<file path="config.mk">
export PLATFORM = sky130hd
export DESIGN_NAME = matriz_scanner
export DESIGN_NICKNAME = d
export VERILOG_FILES = /design/src/rtl/matriz_pkg.sv /design/src/rtl/matriz_col_dec.sv /design/src/rtl/matriz_scanner.sv
export SDC_FILE = /design/constraint.sdc
export NUM_CORES = 1
export LEC_CHECK = 0
export ABC_AREA = 0
export ABC_CLOCK_PERIOD_IN_PS = 3100
export CELL_PAD_IN_SITES_DETAIL_PLACEMENT = 1
export CELL_PAD_IN_SITES_GLOBAL_PLACEMENT = 2
export CORE_MARGIN = 2
export CORE_UTILIZATION = 34
export DETAILED_ROUTE_END_ITERATION = 10
export DONT_BUFFER_PORTS = 1
export PLACE_DENSITY_LB_ADDON = 0.12
export SLEW_MARGIN = 10
export SYNTH_ARGS = -nofsm -noshare
export SYNTH_HDL_FRONTEND = slang
export SYNTH_SLANG_ARGS = --single-unit
</file>
<file path="constraint.sdc">
create_clock -name clk -period 3.1 [get_ports clk]
set_clock_uncertainty 0.15 [all_clocks]
set_input_delay 0.93 -clock clk [delete_from_list [all_inputs] [get_ports clk]]
set_output_delay 0.93 -clock clk [all_outputs]
set_load 0.005 [all_outputs]
</file>
<file path="src/rtl/matriz_pkg.sv">
// Shared types, default parameters and helpers for the LED matrix scanner.
package matriz_pkg;

  typedef enum logic [1:0] {
    ST_IDLE,
    ST_BLANK,
    ST_DRIVE,
    ST_STATIC
  } state_t;

  localparam int unsigned DEF_N_COLS    = 7;
  localparam int unsigned DEF_N_ROWS    = 5;
  localparam int unsigned DEF_DWELL     = 50000;
  localparam int unsigned DEF_BLANK_CYC = 1;

  // Width of one column's slice inside the packed frame word.
  function automatic int unsigned col_slice_w(input int unsigned n_rows);
    return n_rows;
  endfunction

  // Larger of two unsigned values, used for counter sizing.
  function automatic int unsigned max_u(input int unsigned a, input int unsigned b);
    return (a > b) ? a : b;
  endfunction

endpackage

</file>
<file path="src/rtl/matriz_col_dec.sv">
// Index + valid to active-low one-hot column enable.
module matriz_col_dec
  import matriz_pkg::*;
#(
  parameter int unsigned N_COLS = DEF_N_COLS,
  parameter int unsigned IDX_W  = $clog2(DEF_N_COLS + 1)
) (
  input  logic [IDX_W-1:0]  idx,
  input  logic              valid,
  output logic [N_COLS-1:0] col_n_c
);

  // Pull exactly one column low when the index is valid and in range.
  always_comb begin
    col_n_c = '1;
    for (int c = 0; c < N_COLS; c++) begin
      if (valid && (idx == IDX_W'(c))) col_n_c[c] = 1'b0;
    end
  end

endmodule

</file>
<file path="src/rtl/matriz_scanner.sv">
// Time-multiplexed LED matrix column driver with double-buffered frame and static select.
module matriz_scanner
  import matriz_pkg::*;
#(
  parameter int unsigned N_COLS    = DEF_N_COLS,
  parameter int unsigned N_ROWS    = DEF_N_ROWS,
  parameter int unsigned DWELL     = DEF_DWELL,
  parameter int unsigned BLANK_CYC = DEF_BLANK_CYC,
  parameter int unsigned SEL_W     = $clog2(N_COLS + 1)
) (
  input  logic                       clk,
  input  logic                       reset,
  input  logic                       enable,
  input  logic                       mode,
  input  logic [SEL_W-1:0]           sel,
  input  logic                       load,
  input  logic [N_COLS*N_ROWS-1:0]   frame,
  output logic [N_COLS-1:0]          col_n,
  output logic [N_ROWS-1:0]          row,
  output logic                       frame_done
);

  localparam int unsigned ROW_W   = col_slice_w(N_ROWS);
  localparam int unsigned FRAME_W = N_COLS * ROW_W;
  localparam int unsigned COL_W   = $clog2(N_COLS);
  localparam int unsigned CNT_W   = $clog2(max_u(DWELL, BLANK_CYC) + 1);

  state_t              st, st_d;
  logic [COL_W-1:0]    col_idx, col_idx_d;
  logic [CNT_W-1:0]    cnt, cnt_d;
  logic [FRAME_W-1:0]  shadow, pending;
  logic                pend_flag;
  logic                swap;
  logic                frame_done_d;
  logic                sel_ok;
  logic [SEL_W-1:0]    dec_idx;
  logic                dec_valid;
  logic [N_COLS-1:0]   dec_col_n;
  logic [ROW_W-1:0]    row_d;

  assign sel_ok = (sel != '0) && (sel <= SEL_W'(N_COLS));

  // Next-state, counter and column index; mode/enable changes abandon the scan.
  always_comb begin
    st_d         = st;
    col_idx_d    = col_idx;
    cnt_d        = cnt;
    frame_done_d = 1'b0;
    swap         = 1'b0;
    if (!enable) begin
      st_d      = ST_IDLE;
      col_idx_d = '0;
      cnt_d     = '0;
    end else begin
      case (st)
        ST_IDLE: begin
          if (mode) begin
            st_d  = ST_STATIC;
            cnt_d = '0;
          end else begin
            st_d      = ST_BLANK;
            col_idx_d = '0;
            cnt_d     = CNT_W'(BLANK_CYC - 1);
          end
        end
        ST_BLANK: begin
          if (mode) begin
            st_d      = ST_STATIC;
            col_idx_d = '0;
            cnt_d     = '0;
          end else if (cnt == '0) begin
            st_d  = ST_DRIVE;
            cnt_d = CNT_W'(DWELL - 1);
          end else begin
            cnt_d = cnt - CNT_W'(1);
          end
        end
        ST_DRIVE: begin
          if (mode) begin
            st_d      = ST_STATIC;
            col_idx_d = '0;
            cnt_d     = '0;
          end else if (cnt == '0) begin
            st_d  = ST_BLANK;
            cnt_d = CNT_W'(BLANK_CYC - 1);
            if (col_idx == COL_W'(N_COLS - 1)) begin
              col_idx_d    = '0;
              frame_done_d = 1'b1;
              swap         = pend_flag;
            end else begin
              col_idx_d = col_idx + COL_W'(1);
            end
          end else begin
            cnt_d = cnt - COL_W'(0) - CNT_W'(1);
          end
        end
        ST_STATIC: begin
          swap = pend_flag;
          if (!mode) begin
            st_d      = ST_BLANK;
            col_idx_d = '0;
            cnt_d     = CNT_W'(BLANK_CYC - 1);
          end
        end
        default: begin
          st_d      = ST_IDLE;
          col_idx_d = '0;
          cnt_d     = '0;
        end
      endcase
    end
  end

  // Output decode for the upcoming state, so the registered outputs track the state register.
  always_comb begin
    dec_idx   = '0;
    dec_valid = 1'b0;
    row_d     = '0;
    case (st_d)
      ST_DRIVE: begin
        dec_idx   = SEL_W'(col_idx_d);
        dec_valid = 1'b1;
        for (int c = 0; c < N_COLS; c++) begin
          if (col_idx_d == COL_W'(c)) row_d = shadow[c*ROW_W +: ROW_W];
        end
      end
      ST_STATIC: begin
        if (sel_ok) begin
          dec_idx   = sel - SEL_W'(1);
          dec_valid = 1'b1;
          for (int c = 0; c < N_COLS; c++) begin
            if (sel == SEL_W'(c + 1)) row_d = shadow[c*ROW_W +: ROW_W];
          end
        end
      end
      default: ;
    endcase
  end

  matriz_col_dec #(
    .N_COLS (N_COLS),
    .IDX_W  (SEL_W)
  ) u_col_dec (
    .idx     (dec_idx),
    .valid   (dec_valid),
    .col_n_c (dec_col_n)
  );

  // State register and registered pin outputs.
  always_ff @(posedge clk) begin
    if (reset) begin
      st         <= ST_IDLE;
      col_idx    <= '0;
      cnt        <= '0;
      col_n      <= '1;
      row        <= '0;
      frame_done <= 1'b0;
    end else begin
      st         <= st_d;
      col_idx    <= col_idx_d;
      cnt        <= cnt_d;
      col_n      <= dec_col_n;
      row        <= row_d;
      frame_done <= frame_done_d;
    end
  end

  // Double buffer: a load always lands in pending; a swap takes the pre-load pending value.
  always_ff @(posedge clk) begin
    if (reset) begin
      shadow    <= '0;
      pending   <= '0;
      pend_flag <= 1'b0;
    end else begin
      if (swap) shadow <= pending;
      if (load) begin
        pending   <= frame;
        pend_flag <= 1'b1;
      end else if (swap) begin
        pend_flag <= 1'b0;
      end
    end
  end

endmodule

</file>
== After elaboration in Yosys (flattened, before gate mapping) ==
Index checks and enable logic that the tools add are counted.

* Register bits after elaboration: 105

* $add $sub $neg: 3
* Magnitude comparators: 1
* Equal/unequal tests: 26
* Multiplexer cells: 56
* Bitwise logic cells: 3
* Reduce and logical (&&, ||, !) cells: 17

{| class="wikitable"
|+ Operator list
! cell !! count
|-
| 2-to-1 mux 16 bit || 5
|-
| 2-to-1 mux 5 bit || 15
|-
| one-hot mux 16 bit (4 select lines) || 1
|-
| == test 3 bit, second input constant || 11
|-
| 2-to-1 mux 3 bit || 7
|-
| == test 3 x 2 -> 1 bit, second input constant || 6
|-
| logical NOT 16 bit || 1
|-
| subtractor 16 x 1 -> 16 bit, second input constant || 1
|-
| 2-to-1 mux 1 bit || 15
|-
| 2-to-1 mux 2 bit || 7
|-
| one-hot mux 5 bit (2 select lines) || 1
|-
| == test 3 x 1 -> 1 bit, second input constant || 3
|-
| one-hot mux 3 bit (3 select lines) || 1
|-
| == test 2 bit, second input constant || 4
|-
| logical AND 1 bit || 8
|-
| one-hot mux 2 bit (4 select lines) || 1
|-
| logical NOT 3 bit || 2
|-
| one-hot mux 3 bit (2 select lines) || 1
|-
| OR reduction 5 bit || 1
|-
| one-hot mux 1 bit (2 select lines) || 2
|-
| OR reduction 2 bit || 2
|-
| adder 3 x 1 -> 3 bit, second input constant || 1
|-
| <= comparator 3 bit, second input constant || 1
|-
| inverter 1 bit || 3
|-
| other kinds (6) || 6
|}

== Longest topological paths before layout ==
* Depth in word-level cells: 15
* Gate-level depth with buffers: 12

== Modules after synthesis ==
Synthesis repeated with hierarchy kept, for this count alone.

* Cell total of the unflattened synthesis: 618
* Area, all modules: 5093.6 um^2

{| class="wikitable"
|+ Modules (own cells, without submodules)
! module !! instances !! cells an instance !! area an instance (um^2) !! seq. area each (um^2)
|-
| matriz_scanner || 1 || 611 || 5023.6 || 2102.0
|-
| matriz_col_dec || 1 || 7 || 70.1 || 0.0
|}

== Worst setup path after synthesis ==
No wires, ideal clock.

* Path type: in2reg
* Start point: in enable
* End point: reg row[2]
* Setup time: 128 ps
* Data arrival time: 2688 ps
* Setup slack: 134 ps
* Stages: 9
* Buffers on the path: 3
* Cells stage by stage: buf_1 > o211ai_1 > and2_1 > clkbuf_1 > nor3_4 > buf_6 > mux2_1 > a211oi_1 > o211ai_1

* Longest elaborated chain between the ends: 10

{| class="wikitable"
|+ Ends and longest elaborated chain
! item !! line !! text
|-
| from (decl) || matriz_scanner.sv:13 || <nowiki>input logic enable,</nowiki>
|-
| 2-to-1 mux 3 bit || matriz_scanner.sv:50 || <nowiki>if (!enable) begin</nowiki>
|-
| logical NOT 3 bit || matriz_scanner.sv:124 || <nowiki>if (col_idx_d == COL_W'(c)) row_d = shadow[c*ROW_W +: ROW_W];</nowiki>
|-
| 2-to-1 mux 5 bit (7 in series) || matriz_scanner.sv:124 ||
|-
| one-hot mux 5 bit (2 select lines) (*) || matriz_scanner.sv:119 || <nowiki>case (st_d)</nowiki>
|-
| to (signal assigned) || matriz_scanner.sv:163 || <nowiki>row <= row_d;</nowiki>
|-
| to (decl) || matriz_scanner.sv:19 || <nowiki>output logic [N_ROWS-1:0] row,</nowiki>
|}

Every way passes the cells marked *; elsewhere a longest branch is shown, timed or not.
A chain may end at the register's enable or synchronous reset.

== Worst setup path after layout ==
* Start point: reg cnt[1]
* End point: reg row[3]

* Longest elaborated chain between the ends: 14

{| class="wikitable"
|+ Ends and longest elaborated chain
! item !! line !! text
|-
| from (decl) || matriz_scanner.sv:30 || <nowiki>logic [CNT_W-1:0] cnt, cnt_d;</nowiki>
|-
| from (signal assigned) || matriz_scanner.sv:161 || <nowiki>cnt <= cnt_d;</nowiki>
|-
| logical NOT 16 bit (*) || matriz_scanner.sv:71, matriz_scanner.sv:83 ||
|-
| 2-to-1 mux 3 bit || matriz_scanner.sv:83 || <nowiki>end else if (cnt == '0) begin</nowiki>
|-
| 2-to-1 mux 3 bit || matriz_scanner.sv:79 || <nowiki>if (mode) begin</nowiki>
|-
| one-hot mux 3 bit (3 select lines) || matriz_scanner.sv:55 || <nowiki>case (st)</nowiki>
|-
| 2-to-1 mux 3 bit || matriz_scanner.sv:50 ||
|-
| logical NOT 3 bit || matriz_scanner.sv:124 ||
|-
| 2-to-1 mux 5 bit (7 in series) || matriz_scanner.sv:124 ||
|-
| one-hot mux 5 bit (2 select lines) (*) || matriz_scanner.sv:119 ||
|}

Marks and branches as above.

==> reports/summary.txt <==
Status -> completed
Drt pass-1 iters -> 4
Core area -> 15100 µm²
Initial antenna violation count -> 0
Area of the multi-input gates -> 2970 µm²
Post-synth top area cell -> dfxtp_1
Final setup margin -> 0.0738 ns
Worst-Skew Late Latency -> 0.36 ns
Synthesized net count -> 683
Fraction of layout cells with a size suffix above 1 -> 0.151
Critical Path End Type -> register
Number of global-route vias before repair -> 4697
Worst Hold Launch -> pending[26]
CP max FO -> 7
Leak -> 0.00221 µW
WL/cell -> 18.4 µm
Via Count -> 4485
Slowest CP cell -> or4_4
Setup violators final -> 0
Synth unique cells -> 65
Req. time, crit path -> 3.18 ns
Fmax -> 0.330 GHz
H-tree depth -> 3
Crit path kind -> reg -> reg
Root Driver -> clkbuf_16
CTS tree -> yes
Final Critical Period -> 3.03 ns
Share of the synthesized area in the top cell type -> 0.402
FF+latch count, synth -> 105
Fin util -> 0.390
Worst-path cell chain -> inv_2 -> ha_4 -> or4b_1 -> or4_4 -> o211a_4 -> nor3_4 -> buf_12 -> mux2_2 -> a211oi_2 -> o211ai_1
# diodes -> 0
Port buffer count -> 0
Number of synthesized flops with an enable pin -> 0
DP Wirelength -> 11.1 mm
Reg area -> 2100 µm²
Final net count -> 685
First-pass GRT wire length -> 25.4 mm
Core Rows -> 45
1st-iter DRT viols -> 228
Final setup TNS -> 0 ns
Pins over their slew limit -> 0
Syn Area/Cell -> 8.30 µm²
Top_reg_cell synth -> dfxtp_1
CTS Hold Buffers Added -> 0
Sequential share of the synthesized area -> 0.402
DRT Wirelength -> 15.2 mm
Hold path depth -> 2
Worst rel slew slack -> 0.452
Cell count after synthesis -> 630
CTS Buf Count -> 9
Synth Warn # -> 0
Most common cell in the netlist -> nand2_1
# fillers -> 1800
Data arrival time of the critical path -> 3.10 ns
Async SR Flop Fraction -> 0
Area growth syn-to-layout -> 12.9%
CP Launch Type -> register
GRT Total Usage -> 0.198
Critical path's largest stage delay -> 0.46 ns
Final hold viol count -> 0
Initial core utilization -> 0.345
Fin crit share -> 0.976
GRT Residual Overflow -> 0
Peak supply drop -> 0.360 mV
GP Congestion -> 0.899
Commonest cells in the netlist -> 108 x nand2_1, 105 x dfxtp_1, 70 x nor2_1, 60 x a21oi_1, 38 x mux2i_1
Worst Tran Pin Value -> 0.822 ns
Synth area leaders -> dfxtp_1 40%, nand2_1 7.7%, mux2i_1 7.3%
Netlist Area Pre-Place -> 5230 µm²
Clock tree sinks -> 105
Worst hold slack -> 0.299 ns
Crit Reg-Reg Endpoint -> row[3]
Die area -> 16400 µm²
Power per Cell Area -> 459 nW/µm²
Die height -> 128 µm
Hold Path Sink -> shadow[26]
R2R depth -> 10
Post-route ant nets -> 0
HP Class -> reg -> reg
Clock buffer depth -> 2
Worst slack, placed -> -0.0646 ns
# IOs -> 56
Via/cell ratio -> 5.44
Max-Cap Viols -> 0
Reg2reg start -> cnt[1]
Clock transition at path regs -> 0.07 ns
Reg2Reg Setup Slack -> 0.07 ns
RSZ-0062 raised after global routing -> true
Die Width -> 128 µm
Pin count of the biggest net entering global routing -> 78
Post-route DRC -> 0
-- what timing repair did --
action                                  CTS  global route
endpoints found under the setup margin    5            16
resized for setup                         3            14
pin swaps                                 1             3
hold endpoints to repair                  0             0
buffers inserted                          1             2
-- placed cells by master, fill, tap and decap left out, types with 3 or more instances in the layout --
master / n
mux4_2: 5
o31ai_1: 5
mux2i_1: 38
o211ai_1: 9
nor2_1: 70
and3_2: 5
nor4_1: 7
clkbuf_16: 9
or3_1: 4
mux2_2: 4
inv_1: 8
buf_4: 31
and4_1: 4
a221o_1: 3
dfxtp_1: 103
or4_1: 6
a211oi_2: 5
nor3_1: 9
o21ai_0: 27
nand4_1: 6
nand2b_1: 4
nor2b_1: 3
nand3_1: 14
a211oi_1: 5
nand2_1: 108
and2_1: 8
o22ai_1: 3
a21oi_1: 60
and3_1: 5
ha_1: 9
nor3_2: 3
-- registers in the layout, indices dropped and copies added (netlist names) --
register and flops:
shadow 35, frame_done 1, pend_flag 1, pending 35, col_n 7, cnt 16
col_idx 3, st 2, row 5
-- cell families after synthesis --
family                   count (synthesis)  share of synthesized area
XOR/XNOR                                 1                    0.00167
AND/OR/NAND/NOR                        278                      0.263
AO/OA/AOI/OAI                          135                      0.159
buffers and inverters                   52                     0.0431
multiplexers                            49                      0.107
adder cells (fa/ha/maj)                 10                     0.0239
flip-flops                             105                      0.402
-- worst max-delay path, delay by kind of cell (launching register included) --
family	cells	cell delay, ns
fa+ha+maj	1	0.15
mux	1	0.34
buf+inv	2	0.20
compound gates	3	0.60
simple gates	3	1.10
flops	1	0.34
-- routing by layer --
layer	vias to the layer above	global-route usage	wire, µm
li1	2230	-	-
met1	2164	0.254	7100
met2	62	0.327	7370
met3	29	0.0451	386
met4	0	0.0711	355
met5	-	0	0
-- report_power, final --
part,switching [µW],internal (µW)
Sequential,19.7,1380
Combinational,109,89.9
Clock,553,562
-- final cells by class --
class / count / area share
Multi-Input combinational cell: 473 / 0.502
Sequential cell: 105 / 0.356
Timing Repair Buffer: 33 / 0.0462
Inverter: 10 / 0.00635
Clock buffer: 9 / 0.0381
Clock inverter: 7 / 0.0108
Tap cell: 188 / 0.0398
-- per-stage QoR --
step	total power (µW)	area (µm²)	std cells
2_1_floorplan	1590	5230	630
3_3_place_gp	1620	5520	806
3_5_place_dp	1630	5520	806
4_1_cts	2760	5840	823
5_1_grt	2850	5910	825
6_report	2710	5910	825
-- how the worst max path moves through the flow --
| stage | start | end | slack [ns] |
|---|---|---|---|
| floorplan | enable | row[2] | 0.13 |
| global placement | cnt[1] | row[1] | 0.03 |
| CTS | cnt[1] | row[4] | 0.02 |
| finish | cnt[1] | row[3] | 0.07 |
| detailed placement | cnt[1] | row[3] | -0.06 |
| global route | cnt[0] | row[3] | -0.04 |
(Power assumes the default switching activity.)
